<file path="src/rtl/i2s_pkg.sv">
// i2s_pkg
// Shared types, constants and helpers for the I2S receive path.
//   SAMPLE_W        : width of one captured audio sample
//   AES_VALID_BIT   : position of the valid flag in the 32-bit sample word
//   AES_SAMPLE_LSB  : LSB position of the sample inside the 32-bit word
//   aud_chan_t      : channel tag carried on tid (CH_LEFT / CH_RIGHT)
//   rx_word_t       : what the receive FIFO stores per entry
//   pack_aes_sample : builds the 32-bit word the transmitter path consumes
package i2s_pkg;

  localparam int SAMPLE_W       = 16;
  localparam int AES_VALID_BIT  = 28;
  localparam int AES_SAMPLE_LSB = 12;

  typedef logic [2:0] aud_chan_t;

  localparam aud_chan_t CH_LEFT  = 3'd0;
  localparam aud_chan_t CH_RIGHT = 3'd1;

  typedef struct packed {
    aud_chan_t             chan;
    logic [SAMPLE_W-1:0]   sample;
  } rx_word_t;

  function automatic logic [31:0] pack_aes_sample(input logic [SAMPLE_W-1:0] sample);
    logic [31:0] word;
    word                                = '0;
    word[AES_VALID_BIT]                 = 1'b1;
    word[AES_SAMPLE_LSB +: SAMPLE_W]    = sample;
    return word;
  endfunction

endpackage

</file>
<file path="src/rtl/i2s_rx_to_axis_if.sv">
// i2s_rx_to_axis_if
// AXI-Stream bundle for received audio samples.
//   tdata  : 32-bit AES-style sample word
//   tid    : channel (CH_LEFT / CH_RIGHT)
//   tvalid : word available
//   tready : consumer accepts the word
// Modports: master (source of samples), slave (consumer).
interface i2s_rx_to_axis_if
  import i2s_pkg::*;
();

  logic [31:0] tdata;
  aud_chan_t   tid;
  logic        tvalid;
  logic        tready;

  modport master (output tdata, output tid, output tvalid, input tready);
  modport slave  (input tdata, input tid, input tvalid, output tready);

endinterface

</file>
<file path="src/rtl/i2s_rx_fifo.sv">
// i2s_rx_fifo
// Small synchronous first-word-fall-through FIFO.
//   aud_mclk, aud_mrst : clock and synchronous active-high reset
//   push, push_data    : write request; ignored while full
//   pop                : read request; ignored while empty
//   pop_data           : head entry, valid whenever empty is low
//   full, empty        : status flags derived from wrap-bit pointers
module i2s_rx_fifo #(
  parameter int WIDTH     = 8,
  parameter int LOG_DEPTH = 2
) (
  input  logic             aud_mclk,
  input  logic             aud_mrst,
  input  logic             push,
  input  logic [WIDTH-1:0] push_data,
  input  logic             pop,
  output logic [WIDTH-1:0] pop_data,
  output logic             full,
  output logic             empty
);

  localparam logic [LOG_DEPTH:0] PTR_ONE = 1;

  logic [WIDTH-1:0] mem [2**LOG_DEPTH];
  logic [LOG_DEPTH:0] wr_ptr;
  logic [LOG_DEPTH:0] rd_ptr;
  logic do_push;
  logic do_pop;

  // The extra top pointer bit tells a full FIFO apart from an empty one
  // when the index bits match.
  assign empty   = (wr_ptr == rd_ptr);
  assign full    = (wr_ptr[LOG_DEPTH] != rd_ptr[LOG_DEPTH]) &&
                   (wr_ptr[LOG_DEPTH-1:0] == rd_ptr[LOG_DEPTH-1:0]);
  assign do_push = push && !full;
  assign do_pop  = pop && !empty;
  assign pop_data = mem[rd_ptr[LOG_DEPTH-1:0]];

  always_ff @(posedge aud_mclk) begin
    if (do_push) begin
      mem[wr_ptr[LOG_DEPTH-1:0]] <= push_data;
    end
  end

  always_ff @(posedge aud_mclk) begin
    if (aud_mrst) begin
      wr_ptr <= '0;
      rd_ptr <= '0;
    end else begin
      if (do_push) begin
        wr_ptr <= wr_ptr + PTR_ONE;
      end
      if (do_pop) begin
        rd_ptr <= rd_ptr + PTR_ONE;
      end
    end
  end

endmodule

</file>
<file path="src/rtl/i2s_rx_to_axis.sv">
// i2s_rx_to_axis
// I2S slave receiver: oversamples the external bit clock, word select and
// data with aud_mclk, captures the first 16 MSB-first bits of each slot and
// queues completed samples for an AXI-Stream consumer.
//   aud_mclk, aud_mrst : only clock; synchronous active-high reset
//   sclk_in, lrclk_in  : external bit clock and word select (0 = left)
//   sdata_0_in         : serial data, one-bit I2S delay
//   m_axis_aud         : AXI-Stream master (tdata/tid/tvalid/tready)
//   overflow_o         : one-cycle pulse when a completed sample is dropped
//   drop_cnt_o         : saturating drop counter, only when the macro
//                        I2S_RX_DROP_CNT_EN is defined
module i2s_rx_to_axis
  import i2s_pkg::*;
#(
  parameter int SYNC_STAGES = 2,
  parameter int LOG_DEPTH   = 2
) (
  input  logic aud_mclk,
  input  logic aud_mrst,
  input  logic sclk_in,
  input  logic lrclk_in,
  input  logic sdata_0_in,
  i2s_rx_to_axis_if.master m_axis_aud,
  output logic overflow_o
`ifdef I2S_RX_DROP_CNT_EN
  ,
  output logic [15:0] drop_cnt_o
`endif
);

  logic [SYNC_STAGES-1:0] sclk_sync;
  logic [SYNC_STAGES-1:0] lrclk_sync;
  logic [SYNC_STAGES-1:0] sdata_sync;
  logic sclk_hist;
  logic sclk_s;
  logic lrclk_s;
  logic sdata_s;

  logic        ws_q;
  logic        ws_loaded_q;
  logic        aligned_q;
  logic [4:0]  cnt_q;
  logic [15:0] sr_q;
  logic        push_q;
  rx_word_t    push_word_q;

  logic        rise;
  logic        ws_change;
  logic        cnt_room;
  logic        slot_full;
  logic        emit;
  logic [15:0] shifted;
  logic [15:0] slot_sample;

  logic        fifo_full;
  logic        fifo_empty;
  rx_word_t    fifo_head;

  // Plain synchroniser chains; the extra sclk flop gives the edge history.
  always_ff @(posedge aud_mclk) begin
    sclk_sync[0]  <= sclk_in;
    lrclk_sync[0] <= lrclk_in;
    sdata_sync[0] <= sdata_0_in;
    for (int i = 1; i < SYNC_STAGES; i++) begin
      sclk_sync[i]  <= sclk_sync[i-1];
      lrclk_sync[i] <= lrclk_sync[i-1];
      sdata_sync[i] <= sdata_sync[i-1];
    end
    sclk_hist <= sclk_s;
  end

  assign sclk_s  = sclk_sync[SYNC_STAGES-1];
  assign lrclk_s = lrclk_sync[SYNC_STAGES-1];
  assign sdata_s = sdata_sync[SYNC_STAGES-1];

  // Edges are ignored until ws_q holds a real lrclk sample after reset.
  assign rise        = sclk_s && !sclk_hist && ws_loaded_q;
  assign ws_change   = lrclk_s ^ ws_q;
  assign shifted     = {sr_q[14:0], sdata_s};
  assign cnt_room    = (cnt_q < 5'd16);
  // cnt_q saturates at 16, so the appended total reaches 16 only from 15 or 16.
  assign slot_full   = (cnt_q >= 5'd15);
  assign slot_sample = (cnt_q == 5'd15) ? shifted : sr_q;
  assign emit        = rise && ws_change && slot_full && aligned_q;

  // Deserialiser: the bit that arrives with a word-select change still
  // belongs to the slot that is ending.
  always_ff @(posedge aud_mclk) begin
    if (aud_mrst) begin
      ws_q        <= 1'b0;
      ws_loaded_q <= 1'b0;
      aligned_q   <= 1'b0;
      cnt_q       <= '0;
      sr_q        <= '0;
      push_q      <= 1'b0;
      push_word_q <= '0;
    end else begin
      push_q <= emit;
      if (emit) begin
        push_word_q.chan   <= ws_q ? CH_RIGHT : CH_LEFT;
        push_word_q.sample <= slot_sample;
      end
      if (!ws_loaded_q) begin
        ws_q        <= lrclk_s;
        ws_loaded_q <= 1'b1;
      end else if (rise) begin
        if (ws_change) begin
          cnt_q     <= '0;
          ws_q      <= lrclk_s;
          aligned_q <= 1'b1;
        end else if (cnt_room) begin
          sr_q  <= shifted;
          cnt_q <= cnt_q + 5'd1;
        end
      end
    end
  end

  i2s_rx_fifo #(
    .WIDTH     ($bits(rx_word_t)),
    .LOG_DEPTH (LOG_DEPTH)
  ) u_fifo (
    .aud_mclk  (aud_mclk),
    .aud_mrst  (aud_mrst),
    .push      (push_q),
    .push_data (push_word_q),
    .pop       (m_axis_aud.tready),
    .pop_data  (fifo_head),
    .full      (fifo_full),
    .empty     (fifo_empty)
  );

  // Fullness is judged before any pop in the same cycle, so a push into a
  // full FIFO is dropped even while the consumer is draining it.
  assign overflow_o = push_q && fifo_full;

  // Outputs are forced to zero while empty so reset leaves the bus at zero.
  assign m_axis_aud.tvalid = !fifo_empty;
  assign m_axis_aud.tdata  = fifo_empty ? 32'h0 : pack_aes_sample(fifo_head.sample);
  assign m_axis_aud.tid    = fifo_empty ? CH_LEFT : fifo_head.chan;

`ifdef I2S_RX_DROP_CNT_EN
  always_ff @(posedge aud_mclk) begin
    if (aud_mrst) begin
      drop_cnt_o <= '0;
    end else if (overflow_o && (drop_cnt_o != 16'hFFFF)) begin
      drop_cnt_o <= drop_cnt_o + 16'd1;
    end
  end
`endif

endmodule
</file>
<file path="src/flat_wrapper.sv">
// flat-port wrapper written by rule: the top's interface ports become plain ports
module i2s_rx_to_axis_flat import i2s_pkg::*;
#(
  parameter int SYNC_STAGES = 2,
  parameter int LOG_DEPTH   = 2
)
  (aud_mclk, aud_mrst, sclk_in, lrclk_in, sdata_0_in, overflow_o, m_axis_aud_tdata, m_axis_aud_tid, m_axis_aud_tvalid, m_axis_aud_tready);
  i2s_rx_to_axis_if m_axis_aud_i ();
  input  logic aud_mclk;
  input  logic aud_mrst;
  input  logic sclk_in;
  input  logic lrclk_in;
  input  logic sdata_0_in;
  output logic overflow_o;
  output wire logic [$bits(m_axis_aud_i.tdata)-1:0] m_axis_aud_tdata;
  output wire logic [$bits(m_axis_aud_i.tid)-1:0] m_axis_aud_tid;
  output wire logic [$bits(m_axis_aud_i.tvalid)-1:0] m_axis_aud_tvalid;
  input wire logic [$bits(m_axis_aud_i.tready)-1:0] m_axis_aud_tready;
  assign m_axis_aud_tdata = m_axis_aud_i.tdata;
  assign m_axis_aud_tid = m_axis_aud_i.tid;
  assign m_axis_aud_tvalid = m_axis_aud_i.tvalid;
  assign m_axis_aud_i.tready = m_axis_aud_tready;
  i2s_rx_to_axis #(.SYNC_STAGES(SYNC_STAGES), .LOG_DEPTH(LOG_DEPTH)) u_core (.aud_mclk(aud_mclk), .aud_mrst(aud_mrst), .sclk_in(sclk_in), .lrclk_in(lrclk_in), .sdata_0_in(sdata_0_in), .m_axis_aud(m_axis_aud_i), .overflow_o(overflow_o));
endmodule
</file>
<file path="config.mk">
export PLATFORM = sky130hd
export DESIGN_NAME = i2s_rx_to_axis_flat
export DESIGN_NICKNAME = d
export VERILOG_FILES = /design/src/rtl/i2s_pkg.sv /design/src/rtl/i2s_rx_to_axis_if.sv /design/src/rtl/i2s_rx_fifo.sv /design/src/rtl/i2s_rx_to_axis.sv /design/src/flat_wrapper.sv
export SDC_FILE = /design/constraint.sdc
export NUM_CORES = 1
export LEC_CHECK = 0
export BUFFER_PORTS_ARGS = -buffer_cell sky130_fd_sc_hd__buf_2
export CAP_MARGIN = 20
export CORE_UTILIZATION = 59
export CTS_CLUSTER_SIZE = 28
export DETAILED_ROUTE_END_ITERATION = 8
export PLACE_DENSITY = 0.91
export SKIP_LAST_GASP = 1
export SLEW_MARGIN = 20
export SYNTH_ARGS = -nofsm -noshare
export SYNTH_HDL_FRONTEND = slang
export SYNTH_SLANG_ARGS = --single-unit
</file>
<file path="constraint.sdc">
create_clock -name aud_mclk -period 2.09 [get_ports aud_mclk]
set_input_delay 0.1045 -clock aud_mclk [delete_from_list [all_inputs] [get_ports aud_mclk]]
set_output_delay 0.1045 -clock aud_mclk [all_outputs]
set_load 0.03 [all_outputs]
</file>
# Word-level counts from Yosys, hierarchy flattened
# Memory sizes are Yosys's and may differ from the RTL's. A register that Yosys moved wholly into a read port is not among the register bits.
# Index checks and enable logic that the tools add are counted.
[word_totals]
latch_bits = 0
mem_count = 1
wordCells = 59
romBits = 0
regBits = 57
ramBits = 76
out_inout_bits = 37
input_bits = 6
[memory_table]
columns = ["name", "depth", "word_bits", "read_ports", "rd_clocked_by_memory_dff", "write_ports", "line_no", "source"]
rows = [
  ["u_core.u_fifo.mem", 4, 19, 1, 1, 1, "i2s_rx_fifo.sv:24", "logic [WIDTH-1:0] mem [2**LOG_DEPTH];"],
]
[op_classes]
multipliers = 0
add_sub_neg = 3
n_shift = 0
n_reduce_logical = 17
n_eq_ne = 6
magnitude_cmp = 2
n_mux = 14
div = 0
bitwise = 2
[ops]
columns = ["cell", "n"]
rows = [
  ["29-bit 2-to-1 mux", 1],
  ["16-bit 2-to-1 mux", 1],
  ["5-bit 2-to-1 mux", 2],
  ["1-bit logical AND", 9],
  ["1-bit 2-to-1 mux", 7],
  ["3-bit by 1-bit adder with 3-bit output (second input constant)", 2],
  ["3-bit AND reduction", 2],
  ["5-bit by 1-bit adder with 5-bit output (second input constant)", 1],
  ["5-bit by 4-bit equality test with 1-bit output (second input constant)", 1],
  ["5-bit by 4-bit >= comparator with 1-bit output (second input constant)", 1],
  ["5-bit less-than comparator (second input constant)", 1],
  ["2-bit 2-to-1 mux", 2],
  ["2-bit inequality test (second input constant)", 2],
  ["4-bit AND reduction", 1],
  ["3-bit equality test", 1],
  ["1-bit zero test", 3],
  ["3-bit 2-to-1 mux", 1],
  ["2-bit equality test", 1],
  ["2-bit AND reduction", 1],
  ["2-bit nonzero test", 1],
  ["1-bit inequality test", 1],
  ["1-bit NOT", 1],
  ["1-bit bitwise XOR", 1],
]

# Logic depth before layout (Yosys ltp)
# Gate-level depths: netlist (run 1).
[logic_depth]
depth_word = 6
mapped_depth = 9
mapped_depth_nobuf = 6

# Cells and area by module
# A second synthesis (run 1) with hierarchy kept.
[unflattened]
cells_unflattened = 407
area_unflattened_um2 = 5605.4
[by_module_without_submodules]
columns = ["module", "instances", "area_per_inst_um2", "seq_area_each_um2", "cells_per_inst"]
rows = [
  ["i2s_rx_fifo", 1, 3313.2, 2442.3, 167],
  ["i2s_rx_to_axis", 1, 2292.2, 980.9, 240],
]

# Worst setup path after synthesis (run 1)
# OpenSTA, ideal clock, no wires.
[synth_path]
path_kind = "register to register"
from = "register u_core.u_fifo.wr_ptr[0]"
to = "memory u_core.u_fifo.mem[3][0] in the netlist's numbering, enable pin"
setup_ns = 0.375
synth_period_minus_slack_ns = 1.894
n_path_buf = 0
arrival_ns = 1.519
slack_ns = 0.196
required_time_ns = 1.715
stages_incl_launch_ff = 4
path_cell_list = "dfxtp_1 -> xor2_1 -> o31a_1 -> and2_1"
[synth_between]
elab_chain_len = 6
[synth_rtl]
columns = ["item", "line_no", "source"]
rows = [
  ["from (decl)", "i2s_rx_fifo.sv:25", "logic [LOG_DEPTH:0] wr_ptr;"],
  ["from (signal assigned)", "i2s_rx_fifo.sv:51", "wr_ptr <= wr_ptr + PTR_ONE;"],
  ["2-bit equality test", "i2s_rx_fifo.sv:34", "(wr_ptr[LOG_DEPTH-1:0] == rd_ptr[LOG_DEPTH-1:0]);"],
  ["1-bit logical AND", "i2s_rx_fifo.sv:33", "assign full = (wr_ptr[LOG_DEPTH] != rd_ptr[LOG_DEPTH]) &&"],
  ["1-bit zero test", "i2s_rx_fifo.sv:35", "assign do_push = push && !full;"],
  ["1-bit logical AND", "i2s_rx_fifo.sv:35", ""],
  ["1-bit 2-to-1 mux", "i2s_rx_fifo.sv:40", "if (do_push) begin"],
  ["1-bit 2-to-1 mux (implied by the code)", "i2s_rx_fifo.sv:41", "mem[wr_ptr[LOG_DEPTH-1:0]] <= push_data;"],
  ["to (decl)", "i2s_rx_fifo.sv:24", ""],
]
# Parallel ways exist; a longest one is shown, timed or not.

==> run summary, run 1 <==
### Final layout
* 0.003194 mm² — FF/Latch Area
* 0.001971 mm² — area taken by multi-input logic gates
* 559 — fin cells
* 451 — nets
* 26.83% — layout cell share with drive strength beyond 1
* 0 — Antenna Diode Count
* 72.17% — final core utilization
* 534 — count of fill cells added during filler insertion
* 17.96% — Synth-to-Final Area Change

### Pwr
* 0.002365 µW — Leak Pwr
* 0.7085 mV — VDD IR-drop max
* 1111 mW/mm² — power per unit of standard cell area

### Critical path
* 0.49 ns — maximum single-stage delay on the critical path
* 1.99 ns — data required time of the critical path
* mux4_2 — cell type of the slowest stage on the worst timing path
* output port — sort of element at the end of the critical path
* 1.90 ns — crit path DAT
* reg2out — Setup CP Type
* flip-flop — startpoint class of the critical path
* buf_12 -> mux4_2 -> and2b_2 -> buf_2 — crit-path cells
* 9 — maximum fanout along the worst path

### Floorplan
* 0.008721 mm² — area of the placeable core
* 43 — top-level port count
* 0.009426 mm² — DIE AREA
* 97.09 µm — DIE WIDTH
* 34 — row count
* 97.09 µm — vertical die dimension
* 61.18% — initial core utilization

### Global route
* 3,460 — vias in the first global route
* 0 — final global-route overflow total
* 23.85% — total global routing track utilization
* 56 — pin count of the biggest net entering global routing
* 16,940 µm — global-route wire length before repair
* 0 — number of antenna violations at the first check in global routing

### Routing
* 3,281 — via total after detailed routing
* 5.869 — average via count per standard cell
* 213 — violation count after the first detailed-route iteration
* 0 — final routed DRC violation total
* 0 — number of routed nets with antenna violations
* 18.68 µm — Routed WL per cell
* 10,440 µm — final wirelength
* 5 — first drt pass iteration count

### Synthesis
* 13.40 µm² — mean instance size in the synthesized netlist
* edfxtp_1 — Post-synth top flop
* 125 — register bit count reported by yosys
* edfxtp_1 38%, dfxtp_1 21%, mux4_2 7.2% — cells taking the most area after synthesis
* 0 — synthesis warning total
* edfxtp_1 — most repeated cell in the gate-level netlist after synthesis
* 38.27% — post-synth top area share
* 68 x edfxtp_1, 57 x dfxtp_1, 54 x nand2_1 — cell types with the highest counts after synthesis
* 398 — cell count after synthesis
* 0% — post-synthesis async set-or-reset flop share
* 68 — number of flops mapped to enable cells by yosys
* 50 — post-synth cell types
* 0.005335 mm² — combined area of all synthesized cells
* 59.66% — proportion of synthesized chip area in sequential cells
* edfxtp_1 — cell accounting for the most synthesized area

### Timing
* 2.008 ns — post-layout min period
* no — setup repair after global routing missed its margin
* 46.05% — Slew Limit Headroom
* 0 — count of final hold-check violations
* 0.08245 ns — minimum setup slack in the final design
* 0 — max-slew violation count
* 96.06% — final worst-path cycle share
* 498.1 MHz — maximum achievable frequency
* 0 — Final setup violation count
* 0 ns — Fin Setup TNS
* 0.008746 ns — Layout Skew
* 0.8080 ns — measured slew at the worst slew-check pin

### Worst hold path
* in2reg — type of the most critical hold path

### Clocking
* built — CTS tree
* 125 — count of clock tree sinks
* 17 — TritonCTS buffer count
* 0.06 ns — Clk pin slew, worst setup/hold paths
* 2 — worst-case clock buffer depth
* 4 — H-tree levels
* clkbuf_8 — root buffer selected by CTS
* 0.52 ns — worst-skew pair later-pin latency

### Placement
* 520 — placed instance count
* 6079 µm — DP Wirelength
* 0.1620 ns — DP Worst Slack
* 25 — number of input and output port buffers inserted
* 0.8136 — Placer Congestion

### Outcome
* finished, final reports clean — result of the run

### Run
* 0 — max-capacitance violation count

repair_timing:
action / 4_1_cts / 5_1_grt
gates resized for setup: 12 / 5
hold buffers: 3 / 0
setup buffers: 2 / 1
hold endpoints to repair: 3 / 0
gates cloned: 0 / 1
endpoints found under the setup margin: 20 / 19
pin swaps: 1 / 1
through the flow:
step	area [µm²]	power [µW]	hold slack, ns
floorplan	5395	3647	0.1322
global placement	5524	3797	0.2069
detailed placement	5524	3830	0.2081
CTS	6254	6928	0.003233
global route	6294	7223	0.03567
finish	6294	6993	0.02135
layer usage:
layer / part of all wire [%] / track usage (%) / up-vias
met5: 0 / 0 / -
met4: 3.5 / 14.93 / 0
met3: 5.4 / 5.324 / 31
met2: 51 / 40.03 / 134
met1: 40 / 27.81 / 1621
li1: - / - / 1495
area by class of cell:
cell class              count  share of cell area, %
flip-flops and latches    125                  50.76
multi-input cells         241                  31.31
clock buffers              18                  6.640
repair buffers             42                  5.408
clock inverters            14                  3.082
well taps                 108                  2.147
inverters                  11                 0.6561
path summary, 6_finish.rpt:
check                      start                    end  slack, ns  cells past startpoint
min                     aud_mrst          u_core.push_q       0.02                      2
max reg2reg      u_core.cnt_q[1]  u_core.push_word_q[9]       0.21                      7
max                    flip-flop   m_axis_aud_tdata[19]       0.08                      4
min reg2reg  u_core.sclk_sync[0]    u_core.sclk_sync[1]       0.33                      0
logic make-up after synthesis:
| logic type | count (synthesis) | share of synthesized area (%) |
|---|---|---|
| adders and majority gates | 7 | 1.642 |
| other | 1 | 0.07029 |
| xor gates and xnor gates | 7 | 1.290 |
| AOI/OAI and AO/OA | 29 | 3.963 |
| and+or+nand+nor | 116 | 11.23 |
| DFF | 125 | 59.66 |
| buffers and inverters | 48 | 5.582 |
| muxes | 65 | 16.56 |
registers in the layout, indices dropped and copies added, names as in the netlist, 2 cells and up, named ones only:
register / cells
u_core.u_fifo.mem: 68
u_core.sr_q: 16
u_core.u_fifo.wr_ptr: 3
u_core.lrclk_sync: 2
u_core.sclk_sync: 2
u_core.sdata_sync: 2
u_core.cnt_q: 5
u_core.push_word_q: 17
u_core.u_fifo.rd_ptr: 3
placed cells by master (no fill, tap or decap), types with 2 or more instances in the layout:
cell	Yosys	layout
nand4_1	4	4
a21oi_1	8	8
ha_1	7	7
clkinv_4	0	3
clkinvlp_4	0	2
mux2_2	16	16
nor3b_1	5	5
nor2_1	6	6
o21a_1	2	2
buf_4	19	8
mux4_2	17	17
nand2b_1	3	3
nand3_1	7	7
o21ai_0	3	3
nand3b_1	3	3
a311o_1	2	2
dlygate4sd3_1	0	3
clkbuf_16	0	17
xor2_4	0	3
edfxtp_1	68	68
a211o_1	2	2
buf_12	1	5
dfxtp_2	0	6
buf_2	4	25
nor2b_1	18	18
bufinv_16	0	4
a31oi_1	2	2
and2_1	4	4
and3_1	2	2
clkinv_2	0	3
mux2i_1	32	32
xnor2_1	3	3
nand2_1	54	54
inv_1	10	10
conb_1	1	17
inv_6	0	2
o32ai_1	6	6
dfxtp_1	57	50
critical path, delay by kind of cell, from the launching register on:
| kind | cells | cell delay (ns) |
|---|---|---|
| simple gates | 1 | 0.19 |
| buf+inv | 2 | 0.32 |
| flops | 1 | 0.38 |
| mux | 1 | 0.49 |
report_power, final:
part / switching (µW) / leakage, µW / internal, µW
combinational: 697 / 0.000987 / 609
sequential: 73.2 / 0.00108 / 2610
clock: 1060 / 0.000296 / 1940
total: 1830 / 0.00236 / 5160
No activity file was read; power rests on OpenSTA's default activity.
==> run 2: changes to the inputs <==
- RECOVER_POWER: default -> 50
==> run summary, run 2 (same netlist as run 1, synthesis figures left out) <==
### Pwr
* 0.002353 µW — Leak Pwr
* 1114 mW/mm² — power per unit of standard cell area
* 0.7077 mV — VDD IR-drop max
* 6981 µW — post-layout power

### Worst hold path
* 4 — hold-critical path depth
* in2reg — type of the most critical hold path
* u_core.u_fifo.rd_ptr[2] — Hold Path End
* m_axis_aud_tready — start point of the worst hold path

### Global route
* 23.85% — total global routing track utilization
* 16,940 µm — global-route wire length before repair
* 0 — final global-route overflow total
* 0 — number of antenna violations at the first check in global routing
* 56 — pin count of the biggest net entering global routing
* 3,460 — vias in the first global route

### Timing
* 96.10% — final worst-path cycle share
* 2.009 ns — post-layout min period
* 1.912% — Slew Limit Headroom
* 0.1017 ns — WHS
* 0.008306 ns — Layout Skew
* 497.9 MHz — maximum achievable frequency
* 0 — Final setup violation count
* 0 ns — Fin Setup TNS
* 0 — count of final hold-check violations
* no — setup repair after global routing missed its margin
* 1.470 ns — measured slew at the worst slew-check pin
* 0 — max-slew violation count

### Routing
* 18.72 µm — Routed WL per cell
* 5.869 — average via count per standard cell
* 3,281 — via total after detailed routing
* 0 — number of routed nets with antenna violations
* 4 — first drt pass iteration count
* 0 — final routed DRC violation total
* 244 — violation count after the first detailed-route iteration
* 10,470 µm — final wirelength

### Placement
* 25 — number of input and output port buffers inserted
* 520 — placed instance count
* 6079 µm — DP Wirelength
* 0.005524 mm² — area of placed instances
* 0.8136 — Placer Congestion

### Clocking
* 17 — TritonCTS buffer count
* 2 — worst-case clock buffer depth
* 125 — count of clock tree sinks
* 4 — H-tree levels
* 0.06 ns — Clk pin slew, worst setup/hold paths
* 0.52 ns — worst-skew pair later-pin latency
* clkbuf_8 — root buffer selected by CTS
* built — CTS tree

### Critical path
* 0.11 ns — reg-to-reg setup timing slack
* 1.90 ns — crit path DAT
* mux4_2 — cell type of the slowest stage on the worst timing path
* output port — sort of element at the end of the critical path
* 1.99 ns — data required time of the critical path
* 2 — Buf+Inv Stages, Crit Path
* flip-flop — startpoint class of the critical path
* 9 — maximum fanout along the worst path
* buf_12 -> mux4_2 -> and2b_2 -> buf_2 — crit-path cells
* multiplexers — top cell family by delay on the critical path
* reg2out — Setup CP Type
* 5 — count of cells along the worst register-to-register path
* u_core.u_fifo.mem[2][15] — worst reg2reg endpoint
* 0.49 ns — maximum single-stage delay on the critical path
* u_core.u_fifo.wr_ptr[0] — reg2reg start

### Final layout
* 68 x edfxtp_1, 54 x nand2_1, 50 x dfxtp_1 — most frequent cells in the layout
* 0 — Antenna Diode Count
* 26.16% — layout cell share with drive strength beyond 1
* 0.001963 mm² — area taken by multi-input logic gates
* 559 — fin cells
* 540 — count of fill cells added during filler insertion
* edfxtp_1 — leading cell type in the layout, fill and taps excluded
* 68 — max FFs per register
* 17.47% — Synth-to-Final Area Change
* 0.006267 mm² — Finished Cell Area
* 451 — nets
* 0.003194 mm² — FF/Latch Area

### Floorplan
* 0.009426 mm² — DIE AREA
* 97.09 µm — DIE WIDTH
* 97.09 µm — vertical die dimension
* 0.008721 mm² — area of the placeable core
* 43 — top-level port count
* 61.18% — initial core utilization
* 34 — row count

### Run
* 0 — max-capacitance violation count

### Outcome
* finished, final reports clean — result of the run

## run 2: worst max-delay path by stage
| stage | to | slack [ns] | cells past startpoint |
|---|---|---|---|
| after floorplan | u_core.u_fifo.mem[3][0] | 0.20 | 3 |
| after global placement | u_core.u_fifo.mem[1][12] | 0.35 | 4 |
| final | m_axis_aud_tdata[19] | 0.08 | 4 |
| after global routing | m_axis_aud_tdata[24] | 0.02 | 5 |
| after CTS | m_axis_aud_tdata[24] | 0.002 | 5 |
| after detailed placement | u_core.u_fifo.mem[3][12] | 0.16 | 4 |
## run 2: metrics by stage
| stage | utilization, % | setup slack (ns) |
|---|---|---|
| CTS | 71.71 | 0.002435 |
| global route | 71.87 | 0.01520 |
| floorplan | - | 0.1964 |
| global placement | 63.34 | 0.3478 |
| detailed placement | 63.34 | 0.1620 |
| finish | 71.87 | 0.08146 |
## run 2: final cells by class
type	instances	area share, %
Clock buffer	18	6.668
Clock inverter	14	3.094
Inverter	11	0.6588
Multi-Input combinational cell	241	31.32
Sequential cell	125	50.97
Tap cell	108	2.156
Timing Repair Buffer	42	5.131
## run 2: worst register-to-register path, stage by stage, from the launching register on
cell and delay [ns]:
dfxtp_2 0.46, xor2_4 0.23, clkbuf_1 0.22, o31a_1 0.20
and2_0 0.14, buf_2 0.39
## run 2: layer usage
layer  wire length [µm]  track usage, %
met2               5361           40.03
met1               4249           27.81
met3                514           5.324
met5                  0               0
met4                342           14.93
## run 2: timing repair
action | CTS | global route
setup buffers | 2 | 1
hold buffers | 3 | 0
resized for setup | 12 | 5
cloned | 0 | 1
endpoints found under the hold margin | 3 | 0
pin swaps | 1 | 1
endpoints found under the setup margin | 20 | 19
## run 2: report_power, final
group	internal [µW]	switching, µW
clock network	1940	1060
registers	2610	72.9
logic	600	698
